$ cat src/rtl/max7219_pkg.sv
// Shared definitions for the MAX7219-style serial receiver: frame geometry,
// register address map and receiver FSM states.
// No ports; imported by max7219_sync_edge and max7219_serial_rx.
package max7219_pkg;

    // One MAX7219 frame is 16 bits: [15:12] don't care, [11:8] address, [7:0] data.
    localparam int FRAME_W = 16;
    localparam int CNT_W   = 5;

    // Register address map (frame bits 11:8).
    localparam logic [3:0] ADDR_NOOP         = 4'h0;
    localparam logic [3:0] ADDR_DIGIT0       = 4'h1;
    localparam logic [3:0] ADDR_DIGIT1       = 4'h2;
    localparam logic [3:0] ADDR_DIGIT2       = 4'h3;
    localparam logic [3:0] ADDR_DIGIT3       = 4'h4;
    localparam logic [3:0] ADDR_DIGIT4       = 4'h5;
    localparam logic [3:0] ADDR_DIGIT5       = 4'h6;
    localparam logic [3:0] ADDR_DIGIT6       = 4'h7;
    localparam logic [3:0] ADDR_DIGIT7       = 4'h8;
    localparam logic [3:0] ADDR_DECODE_MODE  = 4'h9;
    localparam logic [3:0] ADDR_INTENSITY    = 4'hA;
    localparam logic [3:0] ADDR_SCAN_LIMIT   = 4'hB;
    localparam logic [3:0] ADDR_SHUTDOWN     = 4'hC;
    localparam logic [3:0] ADDR_RSVD_D       = 4'hD;
    localparam logic [3:0] ADDR_RSVD_E       = 4'hE;
    localparam logic [3:0] ADDR_DISPLAY_TEST = 4'hF;

    typedef enum logic [1:0] {
        ST_IDLE  = 2'd0,   // LOAD high, waiting for a frame to start
        ST_SHIFT = 2'd1,   // LOAD low, shifting serial bits in
        ST_LATCH = 2'd2    // single cycle: commit or reject the frame
    } state_e;

endpackage

$ cat src/rtl/max7219_sync_edge.sv
// Multi-stage synchroniser for one asynchronous input, with single-cycle
// rise/fall pulses detected on the synchronised level.
// Ports: clk, rst (sync, active-high), d_i (async in), q_o (synced level),
//        rise_o / fall_o (one-cycle edge pulses).
module max7219_sync_edge #(
    parameter int   G_STAGES  = 2,
    parameter logic G_RST_VAL = 1'b0
) (
    input  logic clk,
    input  logic rst,
    input  logic d_i,
    output logic q_o,
    output logic rise_o,
    output logic fall_o
);

    logic [G_STAGES-1:0] sync_q;
    logic                prev_q;

    // The edge-detect flop resets to the same level as the chain so that
    // leaving reset never fabricates an edge when the pin is at its idle level.
    always_ff @(posedge clk) begin
        if (rst) begin
            sync_q <= {G_STAGES{G_RST_VAL}};
            prev_q <= G_RST_VAL;
        end else begin
            sync_q <= {sync_q[G_STAGES-2:0], d_i};
            prev_q <= sync_q[G_STAGES-1];
        end
    end

    assign q_o    = sync_q[G_STAGES-1];
    assign rise_o = q_o & ~prev_q;
    assign fall_o = ~q_o & prev_q;

endmodule

$ cat src/rtl/max7219_serial_rx.sv
// Receiver for the MAX7219 3-wire serial protocol: shifts frames in, latches
// them into the digit/control register file on LOAD rising, and replays the
// shifted-out bits on a daisy-chain output.
// Ports: clk/rst; serial i_max7219_clk/din/load; o_max7219_dout; frame event
//        outputs o_frame_valid/err/addr/data; digit read port i_rd_addr ->
//        o_rd_data (1 cycle); control register mirrors.
module max7219_serial_rx
    import max7219_pkg::*;
#(
    parameter int G_SYNC_STAGES = 2,
    parameter int G_CHAIN_DOUT  = 1
) (
    input  logic       clk,
    input  logic       rst,
    input  logic       i_max7219_clk,
    input  logic       i_max7219_din,
    input  logic       i_max7219_load,
    output logic       o_max7219_dout,
    output logic       o_frame_valid,
    output logic [3:0] o_frame_addr,
    output logic [7:0] o_frame_data,
    output logic       o_frame_err,
    input  logic [2:0] i_rd_addr,
    output logic [7:0] o_rd_data,
    output logic [7:0] o_decode_mode,
    output logic [3:0] o_intensity,
    output logic [2:0] o_scan_limit,
    output logic       o_shutdown_n,
    output logic       o_display_test
);

    // ---------------- input synchronisers ----------------
    logic sclk_lvl, sclk_rise, sclk_fall;
    logic din_s, din_rise, din_fall;
    logic load_lvl, load_rise, load_fall;

    max7219_sync_edge #(.G_STAGES(G_SYNC_STAGES), .G_RST_VAL(1'b0)) u_sync_clk (
        .clk(clk), .rst(rst), .d_i(i_max7219_clk),
        .q_o(sclk_lvl), .rise_o(sclk_rise), .fall_o(sclk_fall)
    );

    max7219_sync_edge #(.G_STAGES(G_SYNC_STAGES), .G_RST_VAL(1'b0)) u_sync_din (
        .clk(clk), .rst(rst), .d_i(i_max7219_din),
        .q_o(din_s), .rise_o(din_rise), .fall_o(din_fall)
    );

    max7219_sync_edge #(.G_STAGES(G_SYNC_STAGES), .G_RST_VAL(1'b1)) u_sync_load (
        .clk(clk), .rst(rst), .d_i(i_max7219_load),
        .q_o(load_lvl), .rise_o(load_rise), .fall_o(load_fall)
    );

    // Edge outputs of the data line and the plain levels of clock/load are
    // not needed by this block.
    logic sync_unused;
    assign sync_unused = ^{sclk_lvl, din_rise, din_fall, load_lvl};

    // ---------------- FSM ----------------
    state_e state_q, state_d;
    logic   cnt_clr, shift_en, dout_en, latch_ok, latch_err;

    logic [FRAME_W-1:0] shift_q;
    logic [CNT_W-1:0]   cnt_q;
    logic               frame_full;

    assign frame_full = (cnt_q == CNT_W'(FRAME_W));

    always_ff @(posedge clk) begin
        if (rst) begin
            state_q <= ST_IDLE;
        end else begin
            state_q <= state_d;
        end
    end

    // A LOAD rise and a serial clock rise in the same SHIFT cycle both act:
    // the shift happens on the same edge that moves into LATCH, so LATCH
    // already sees the final bit and count.
    always_comb begin
        state_d   = state_q;
        cnt_clr   = 1'b0;
        shift_en  = 1'b0;
        dout_en   = 1'b0;
        latch_ok  = 1'b0;
        latch_err = 1'b0;
        case (state_q)
            ST_IDLE: begin
                if (load_fall) begin
                    state_d = ST_SHIFT;
                    cnt_clr = 1'b1;
                end
            end
            ST_SHIFT: begin
                shift_en = sclk_rise;
                dout_en  = sclk_fall;
                if (load_rise) begin
                    state_d = ST_LATCH;
                end
            end
            ST_LATCH: begin
                latch_ok  = frame_full;
                latch_err = ~frame_full;
                state_d   = ST_IDLE;
            end
            default: state_d = ST_IDLE;
        endcase
    end

    // ---------------- datapath / register file ----------------
    logic       dout_q;
    logic       valid_q, err_q;
    logic [3:0] addr_q;
    logic [7:0] data_q;
    logic [7:0] digit_q [8];
    logic [7:0] decode_q;
    logic [3:0] intensity_q;
    logic [2:0] scan_q;
    logic       shutdown_n_q;
    logic       dtest_q;
    logic [7:0] rd_data_q;

    logic [3:0] frame_addr;
    logic [7:0] frame_data;
    logic [2:0] digit_idx;

    assign frame_addr = shift_q[11:8];
    assign frame_data = shift_q[7:0];
    // Addresses 1..8 map onto digit 0..7; the 3-bit wrap turns 8 into 7.
    assign digit_idx  = shift_q[10:8] - 3'd1;

    always_ff @(posedge clk) begin
        if (rst) begin
            shift_q      <= '0;
            cnt_q        <= '0;
            dout_q       <= 1'b0;
            valid_q      <= 1'b0;
            err_q        <= 1'b0;
            addr_q       <= '0;
            data_q       <= '0;
            for (int i = 0; i < 8; i++) begin
                digit_q[i] <= '0;
            end
            decode_q     <= '0;
            intensity_q  <= '0;
            scan_q       <= '0;
            shutdown_n_q <= 1'b0;
            dtest_q      <= 1'b0;
            rd_data_q    <= '0;
        end else begin
            valid_q   <= 1'b0;
            err_q     <= 1'b0;
            rd_data_q <= digit_q[i_rd_addr];

            if (cnt_clr) begin
                cnt_q <= '0;
            end else if (shift_en && !frame_full) begin
                cnt_q <= cnt_q + CNT_W'(1);
            end

            if (shift_en) begin
                shift_q <= {shift_q[FRAME_W-2:0], din_s};
            end

            // Bit 15 leaves the register on the falling serial edge, as the
            // downstream device samples it on the next rising edge.
            if (dout_en) begin
                dout_q <= (G_CHAIN_DOUT != 0) ? shift_q[FRAME_W-1] : 1'b0;
            end

            if (latch_ok) begin
                valid_q <= 1'b1;
                addr_q  <= frame_addr;
                data_q  <= frame_data;
                case (frame_addr)
                    ADDR_DIGIT0, ADDR_DIGIT1, ADDR_DIGIT2, ADDR_DIGIT3,
                    ADDR_DIGIT4, ADDR_DIGIT5, ADDR_DIGIT6, ADDR_DIGIT7:
                        digit_q[digit_idx] <= frame_data;
                    ADDR_DECODE_MODE:  decode_q     <= frame_data;
                    ADDR_INTENSITY:    intensity_q  <= frame_data[3:0];
                    ADDR_SCAN_LIMIT:   scan_q       <= frame_data[2:0];
                    ADDR_SHUTDOWN:     shutdown_n_q <= frame_data[0];
                    ADDR_DISPLAY_TEST: dtest_q      <= frame_data[0];
                    ADDR_NOOP, ADDR_RSVD_D, ADDR_RSVD_E: ;
                    default: ;
                endcase
            end

            if (latch_err) begin
                err_q <= 1'b1;
            end
        end
    end

    assign o_max7219_dout = dout_q;
    assign o_frame_valid  = valid_q;
    assign o_frame_err    = err_q;
    assign o_frame_addr   = addr_q;
    assign o_frame_data   = data_q;
    assign o_rd_data      = rd_data_q;
    assign o_decode_mode  = decode_q;
    assign o_intensity    = intensity_q;
    assign o_scan_limit   = scan_q;
    assign o_shutdown_n   = shutdown_n_q;
    assign o_display_test = dtest_q;

endmodule

$ cat config.mk
export PLATFORM = sky130hd
export DESIGN_NAME = max7219_serial_rx
export DESIGN_NICKNAME = d
export VERILOG_FILES = /design/src/rtl/max7219_pkg.sv /design/src/rtl/max7219_sync_edge.sv /design/src/rtl/max7219_serial_rx.sv
export SDC_FILE = /design/constraint.sdc
export NUM_CORES = 1
export LEC_CHECK = 0
export CAP_MARGIN = 30
export CORE_MARGIN = 2
export CORE_UTILIZATION = 30
export DETAILED_ROUTE_END_ITERATION = 12
export GPL_TIMING_DRIVEN = 0
export SLEW_MARGIN = 25
export SYNTH_ARGS = -nofsm -noshare
export SYNTH_HDL_FRONTEND = slang
export SYNTH_SLANG_ARGS = --single-unit
$ cat constraint.sdc
create_clock -name clk -period 3.1 [get_ports clk]
set_input_delay 0.62 -clock clk [delete_from_list [all_inputs] [get_ports clk]]
set_output_delay 0.62 -clock clk [all_outputs]
set_load 0.01 [all_outputs]
**Word-level counts from Yosys, hierarchy flattened**

Memories as Yosys holds them, arrays and structs flattened. A register that Yosys moved wholly into a read port is not among the register bits.
Cells that the tools add are included.

- Register bits: 63
- RAM bits: 64
- Input port bits: 8
- Output and inout port bits: 40
- Word-level logic and storage cells: 80
- Memories kept: 1

Memories:

| memory | words | bits a word | rd ports | clocked after memory_dff | write ports | line | source |
|---|---|---|---|---|---|---|---|
| digit_q | 8 | 8 | 1 | 1 | 8 | max7219_serial_rx.sv:113 | `logic [7:0] digit_q [8];` |

- $add $sub $neg: 2
- Eq/ne operators: 18
- Mux-type cells: 20
- Bitwise gates (word level): 9
- Reductions and logical operators: 12

Operators with widths:

| operator | count |
|---|---|
| $eq A4 B4 Y1 const B | 6 |
| $eq A4 B3 Y1 const B | 4 |
| $reduce_or A8 Y1 | 2 |
| $mux W1 | 15 |
| $reduce_and A2 Y1 | 6 |
| $eq A4 B2 Y1 const B | 2 |
| $mux W8 | 1 |
| $add A5 B1 Y5 const B | 1 |
| $eq A5 B5 Y1 const B | 1 |
| $not A1 Y1 | 5 |
| $and A1 B1 Y1 | 4 |
| $eq A4 B1 Y1 const B | 1 |
| $mux W2 | 2 |
| $ne A2 B2 Y1 const B | 2 |
| $pmux W2 S2 | 1 |
| $mux W3 | 1 |
| $sub A3 B1 Y3 const B | 1 |
| $eq A2 B1 Y1 const B | 1 |
| $eq A2 B2 Y1 const B | 1 |
| $logic_not A2 Y1 | 1 |
| $reduce_or A2 Y1 | 1 |
| $logic_and A1 B1 Y1 | 1 |
| $logic_not A1 Y1 | 1 |

**Longest topological paths before layout**

- Depth after elaboration: 8
- Gate-level depth with buffers: 8

**Cells and area by module**

A second synthesis with hierarchy kept.

- Cell total of the unflattened synthesis: 494
- Area, all modules: 5884.4 um^2

Modules (own cells, without submodules):

| module | instances | cells each | area an instance (um^2) | sequential area each (um^2) |
|---|---|---|---|---|
| max7219_serial_rx | 1 | 470 | 5609.1 | 3183.1 |
| max7219_sync_edge at u_sync_clk ... | 2 | 8 | 91.3 | 60.1 |
| max7219_sync_edge at u_sync_load | 1 | 8 | 92.6 | 60.1 |

**Worst setup path after synthesis**

OpenSTA, ideal clock, no wires.

- Path type: register -> register
- Start: register shift_q[8]
- End: memory digit_q[4][0] (enable)
- Setup time: 398 ps
- Arrival: 2708 ps
- Data required time: 2702 ps
- Setup slack: -6 ps
- Stages on the path, launching flop included: 8
- Period minus slack after synthesis: 3106 ps
- Path through: dfxtp_1 > buf_2 > clkinv_1 > ha_1 > xnor2_1 > or3_1 > buf_6 > o41ai_1

RTL lines:

| what | line | source |
|---|---|---|
| from (decl) | max7219_serial_rx.sv:61 | `logic [FRAME_W-1:0] shift_q;` |
| from (signal assigned) | max7219_serial_rx.sv:160 | `shift_q <= {shift_q[FRAME_W-2:0], din_s};` |
| to (decl) | max7219_serial_rx.sv:113 |  |

==> out/qor_table.md <==
| Stage | Result | This run |
| --- | --- | --- |
| outcome | Result of the run | complete, no violations |
| floorplan | Floorplan row count | 51 |
| critical path | CP endpoint | digit_q[0][3] |
| global route | Vias in the first global route | 4548 |
| critical path | Crit path arrival time | 3020 ps |
| global route | Antenna violations before repair | 0 |
| critical path | Category of the worst setup path capture point | flop |
| yosys | Gate Count Post-Synth | 516 |
| critical path | Launching element type of the critical path | flop |
| yosys | Most used flip-flop cell after synthesis | sky130_fd_sc_hd__dfxtp_1 |
| cts | Clk Tree Root Cell | sky130_fd_sc_hd__clkbuf_16 |
| global route | Wire length of the first global-routing pass | 24510 um |
| cts | Clock buffer count from CTS | 17 |
| power | Clock power share | 48.7% |
| timing | Minimum clock period after layout | 2897 ps |
| timing | Setup repair after global routing missed its margin | false |
| place | IO Port Bufs | 44 |
| floorplan | Core area | 0.01933 mm2 |
| critical path | Worst Path Required | 3220 ps |
| timing | Worst-case headroom to the max-slew limit | 44.18% |
| global route | Grt ovf | 0 |
| yosys | Most area-hungry cell type in the Yosys netlist | sky130_fd_sc_hd__edfxtp_1 |
| power | Switching Share | 20.38% |
| place | Half-perimeter wire length of the detailed placement result | 11060 um |
| yosys | Average footprint of a synthesized cell | 11.35 um2 |
| critical path | R2r endpoint | digit_q[0][3] |
| floorplan | I/O pin cnt | 48 |
| floorplan | Starting density of the core | 30.29% |
| timing | Number of failing setup endpoints in the final timing report | 0 |
| power | Sw Pwr | 0.8358 mW |
| yosys | FFs w/ async S/R, synth | 0% |
| route | Drt via density | 5.152 |
| yosys | Number of synthesized register bits | 135 |
| critical path | Kind of critical path | reg -> reg |
| global route | Largest net degree at the start of global routing | 17 |
| yosys | Ranking of synthesized cells by area | sky130_fd_sc_hd__edfxtp_1 (33%), sky130_fd_sc_hd__dfxtp_1 (24%), sky130_fd_sc_hd__mux4_2 (6.2%), sky130_fd_sc_hd__nand2_1 (4.4%), sky130_fd_sc_hd__nor4_1 (3.4%) |
| global route | All-layer global routing usage | 15.81% |
| route | Count of vias placed by the detailed router | 4441 |
| critical path | Maximum net fanout on the critical path | 10 |
| power | Proportion of power drawn by combinational gates | 4.1% |
| timing | Clock Skews | 9.472 ps |
| timing | Tcrit/Tclk final | 93.44% |
| cells and area | Number of nets in the final layout | 598 |
| place | Cell Count Post-Placement | 831 |
| yosys | Number of synthesized flops with an enable pin | 64 |
| critical path | Worst reg2reg path startpoint | shift_q[8] |
| cts | CTS tree | done |
| floorplan | Overall die width | 143.7 um |
| floorplan | Height of the die | 143.7 um |
| hold path | Class of the tightest hold or removal check | reg -> reg |
| cells and area | Growth of design area from synthesis to finish | 25.64% |
| cells and area | Proportion of layout cells with a drive suffix above 1 | 13.40% |
| floorplan | Total Die Area | 0.02066 mm2 |
| route | DRT iter0 DRCs | 482 |
| timing | Hold violation count in the final report | 0 |
| critical path | Minimum setup slack among reg-to-reg paths | 200 ps |
| yosys | Most frequent cell after synthesis | sky130_fd_sc_hd__dfxtp_1 |
| cells and area | Post-route cell area | 0.007358 mm2 |
| timing | Transition time of the tightest slew-check pin | 837.4 ps |
| route | Total length of routed wires | 15600 um |
| cts | Clock-pin transition on the worst setup and hold timing paths | 50 ps |
| timing | Max Clock Freq | 345.2 MHz |
| route | Detailed-route DRC error count | 0 |
| cts | H-Tree Level Count | 4 |
| cells and area | Layout fillers | 1850 |
| place | Final RePlAce weighted congestion | 0.8687 |
| power | Worst IR drop on VDD | 436.2 uV |
| timing | Max-slew violations | 0 |
| timing | Min setup slack post-route | 203.3 ps |
| critical path | Reg2reg path depth | 6 |
| job | Number of max-cap violations | 0 |
| cts | Number of buffers on the longest clock path | 2 |
| power | Sequential cell fraction of total power | 47.1% |
| power | Pleak | 2.424 nW |
| yosys | Commonest cells post-synth | sky130_fd_sc_hd__dfxtp_1 (71), sky130_fd_sc_hd__nand2_1 (69), sky130_fd_sc_hd__edfxtp_1 (64) |
| cts | Number of clock sinks | 135 |
| cts | Count of hold-fix buffers inserted at cts | 0 |
| place | Area post-placement | 0.006709 mm2 |
| place | Pre-CTS worst setup slack | -316.6 ps |
| power | Cell-internal power | 3.265 mW |
| yosys | Syn_nets | 530 |
| yosys | Post-Syn Area | 0.005857 mm2 |
| critical path | Start point of the critical path | shift_q[8] |
| cells and area | Fin cells | 862 |
| cts | Skew-Pair Late Insertion Delay | 430 ps |
| yosys | Unique cell type count in the Yosys netlist | 44 |
| yosys | Share of synthesized area occupied by flip-flops and latches | 57.08% |
| route | Routed len/inst | 18.10 um |
| yosys | Number of warnings issued by yosys | 0 |
| route | Antenna viol nets, final | 0 |
| yosys | Share of Yosys cell area claimed by the top area cell type | 32.81% |
| cells and area | Util after Layout | 38.06% |
| power | Total power divided by cell area | 557.2 mW/mm2 |
| route | DRT Pass-1 Iters | 5 |
| cells and area | Antenna diode count | 0 |
-- logic make-up after synthesis --
family	Yosys count	synth area share, %
AO/OA/AOI/OAI	73	8.118
AND/OR/NAND/NOR	206	19.74
buffers and inverters	63	4.743
XOR/XNOR	1	0.1496
adder cells (fa/ha/maj)	6	1.282
flip-flops	135	57.08
multiplexers	32	8.887
-- critical path, stage by stage, from the launching register on --
cell	delay, ps
sky130_fd_sc_hd__dfxtp_2	410
sky130_fd_sc_hd__buf_4	230
sky130_fd_sc_hd__clkinv_2	210
sky130_fd_sc_hd__ha_1	610
sky130_fd_sc_hd__inv_1	260
sky130_fd_sc_hd__o41ai_4	580
sky130_fd_sc_hd__buf_2	290
-- per-layer routing --
layer  track usage, %  routed length [um]  vias to the layer above
li1                 -                   -                     2081
met1            18.41                6415                     2165
met2            27.09                7824                      155
met3            3.932                 838                       40
met4            7.895                 524                        0
met5                0                   0                        -
-- cells in the final DEF (no fill, tap or decap), types with 2 or more instances in the layout --
cell type / n
sky130_fd_sc_hd__a21oi_1: 32
sky130_fd_sc_hd__a22o_1: 8
sky130_fd_sc_hd__clkbuf_16: 17
sky130_fd_sc_hd__a41o_1: 2
sky130_fd_sc_hd__a311oi_1: 4
sky130_fd_sc_hd__o21ai_0: 15
sky130_fd_sc_hd__bufinv_16: 3
sky130_fd_sc_hd__nor2_1: 7
sky130_fd_sc_hd__mux2i_1: 16
sky130_fd_sc_hd__clkbuf_1: 34
sky130_fd_sc_hd__nor2b_1: 11
sky130_fd_sc_hd__nand4_1: 4
sky130_fd_sc_hd__nand3_1: 22
sky130_fd_sc_hd__edfxtp_1: 64
sky130_fd_sc_hd__ha_1: 6
sky130_fd_sc_hd__buf_2: 12
sky130_fd_sc_hd__clkdlybuf4s50_1: 44
sky130_fd_sc_hd__nand4bb_1: 2
sky130_fd_sc_hd__buf_4: 3
sky130_fd_sc_hd__nor4_1: 32
sky130_fd_sc_hd__nand2_1: 69
sky130_fd_sc_hd__o41ai_4: 6
sky130_fd_sc_hd__mux4_2: 16
sky130_fd_sc_hd__a31o_2: 4
sky130_fd_sc_hd__clkinv_2: 3
sky130_fd_sc_hd__nor4bb_1: 2
sky130_fd_sc_hd__buf_1: 7
sky130_fd_sc_hd__nand3b_1: 2
sky130_fd_sc_hd__nor4b_1: 8
sky130_fd_sc_hd__or2_2: 4
sky130_fd_sc_hd__nor3_1: 14
sky130_fd_sc_hd__clkinvlp_4: 2
sky130_fd_sc_hd__dfxtp_1: 70
sky130_fd_sc_hd__and4_1: 15
sky130_fd_sc_hd__buf_6: 4
sky130_fd_sc_hd__clkinv_1: 4
sky130_fd_sc_hd__nand2b_1: 5
sky130_fd_sc_hd__inv_1: 10
-- worst min path at each step --
stage                                     start                     to  slack, ps  depth (start not counted)
after floorplan           u_sync_load.sync_q[0]  u_sync_load.sync_q[1]        390                          1
after global placement    u_sync_load.sync_q[0]  u_sync_load.sync_q[1]        390                          1
after detailed placement  u_sync_load.sync_q[0]  u_sync_load.sync_q[1]        410                          1
after CTS                 u_sync_load.sync_q[0]  u_sync_load.sync_q[1]        420                          1
after global routing      u_sync_load.sync_q[0]  u_sync_load.sync_q[1]        420                          1
final                     u_sync_load.sync_q[0]  u_sync_load.sync_q[1]        420                          1
-- power by group through the flow --
stage,Clock [mW],Combinational [mW],Sequential [mW]
5_1_grt,2.09,0.182,1.94
3_3_place_gp,0,0.157,1.97
3_5_place_dp,0,0.167,1.97
4_1_cts,2.02,0.171,1.93
6_report,2.00,0.169,1.93
2_1_floorplan,0,0.0970,1.97
-- registers in the layout, indices dropped and copies added (netlist names), 2 cells and up --
name and flops:
o_rd_data 8, digit_q 64, o_decode_mode 8, o_intensity 4
u_sync_load.sync_q 2, o_scan_limit 3, u_sync_clk.sync_q 2, o_frame_data 8
u_sync_din.sync_q 2, cnt_q 5, o_frame_addr 4, state_q 2
shift_q 16
-- what timing repair did --
item / CTS / global route
pin swaps: 1 / 0
endpoints found under the setup margin: 52 / 40
cloned: 0 / 0
setup buffers: 0 / 0
gates resized for setup: 7 / 2
-- area by class of cell --
type | count | area [um2] | share of cell area (%)
Clock inverter | 11 | 130.1 | 1.768
Tap cell | 265 | 331.6 | 4.506
Inverter | 11 | 42.54 | 0.5781
Buffer | 51 | 235.2 | 3.197
Clock buffer | 21 | 450.4 | 6.121
Timing Repair Buffer | 50 | 475.5 | 6.461
Sequential cell | 135 | 3344 | 45.45
Multi-Input combinational cell | 318 | 2349 | 31.92
-- through the flow --
| step | hold slack [ps] | setup TNS (ps) | total power [mW] |
|---|---|---|---|
| finish | 416.2 | 0 | 4.100 |
| global placement | 394.7 | -45150 | 2.125 |
| floorplan | 389.5 | -201.2 | 2.065 |
| detailed placement | 407.0 | -6297 | 2.137 |
| CTS | 419.5 | 0 | 4.122 |
| global route | 422.4 | 0 | 4.209 |
(Power assumes the default switching activity.)
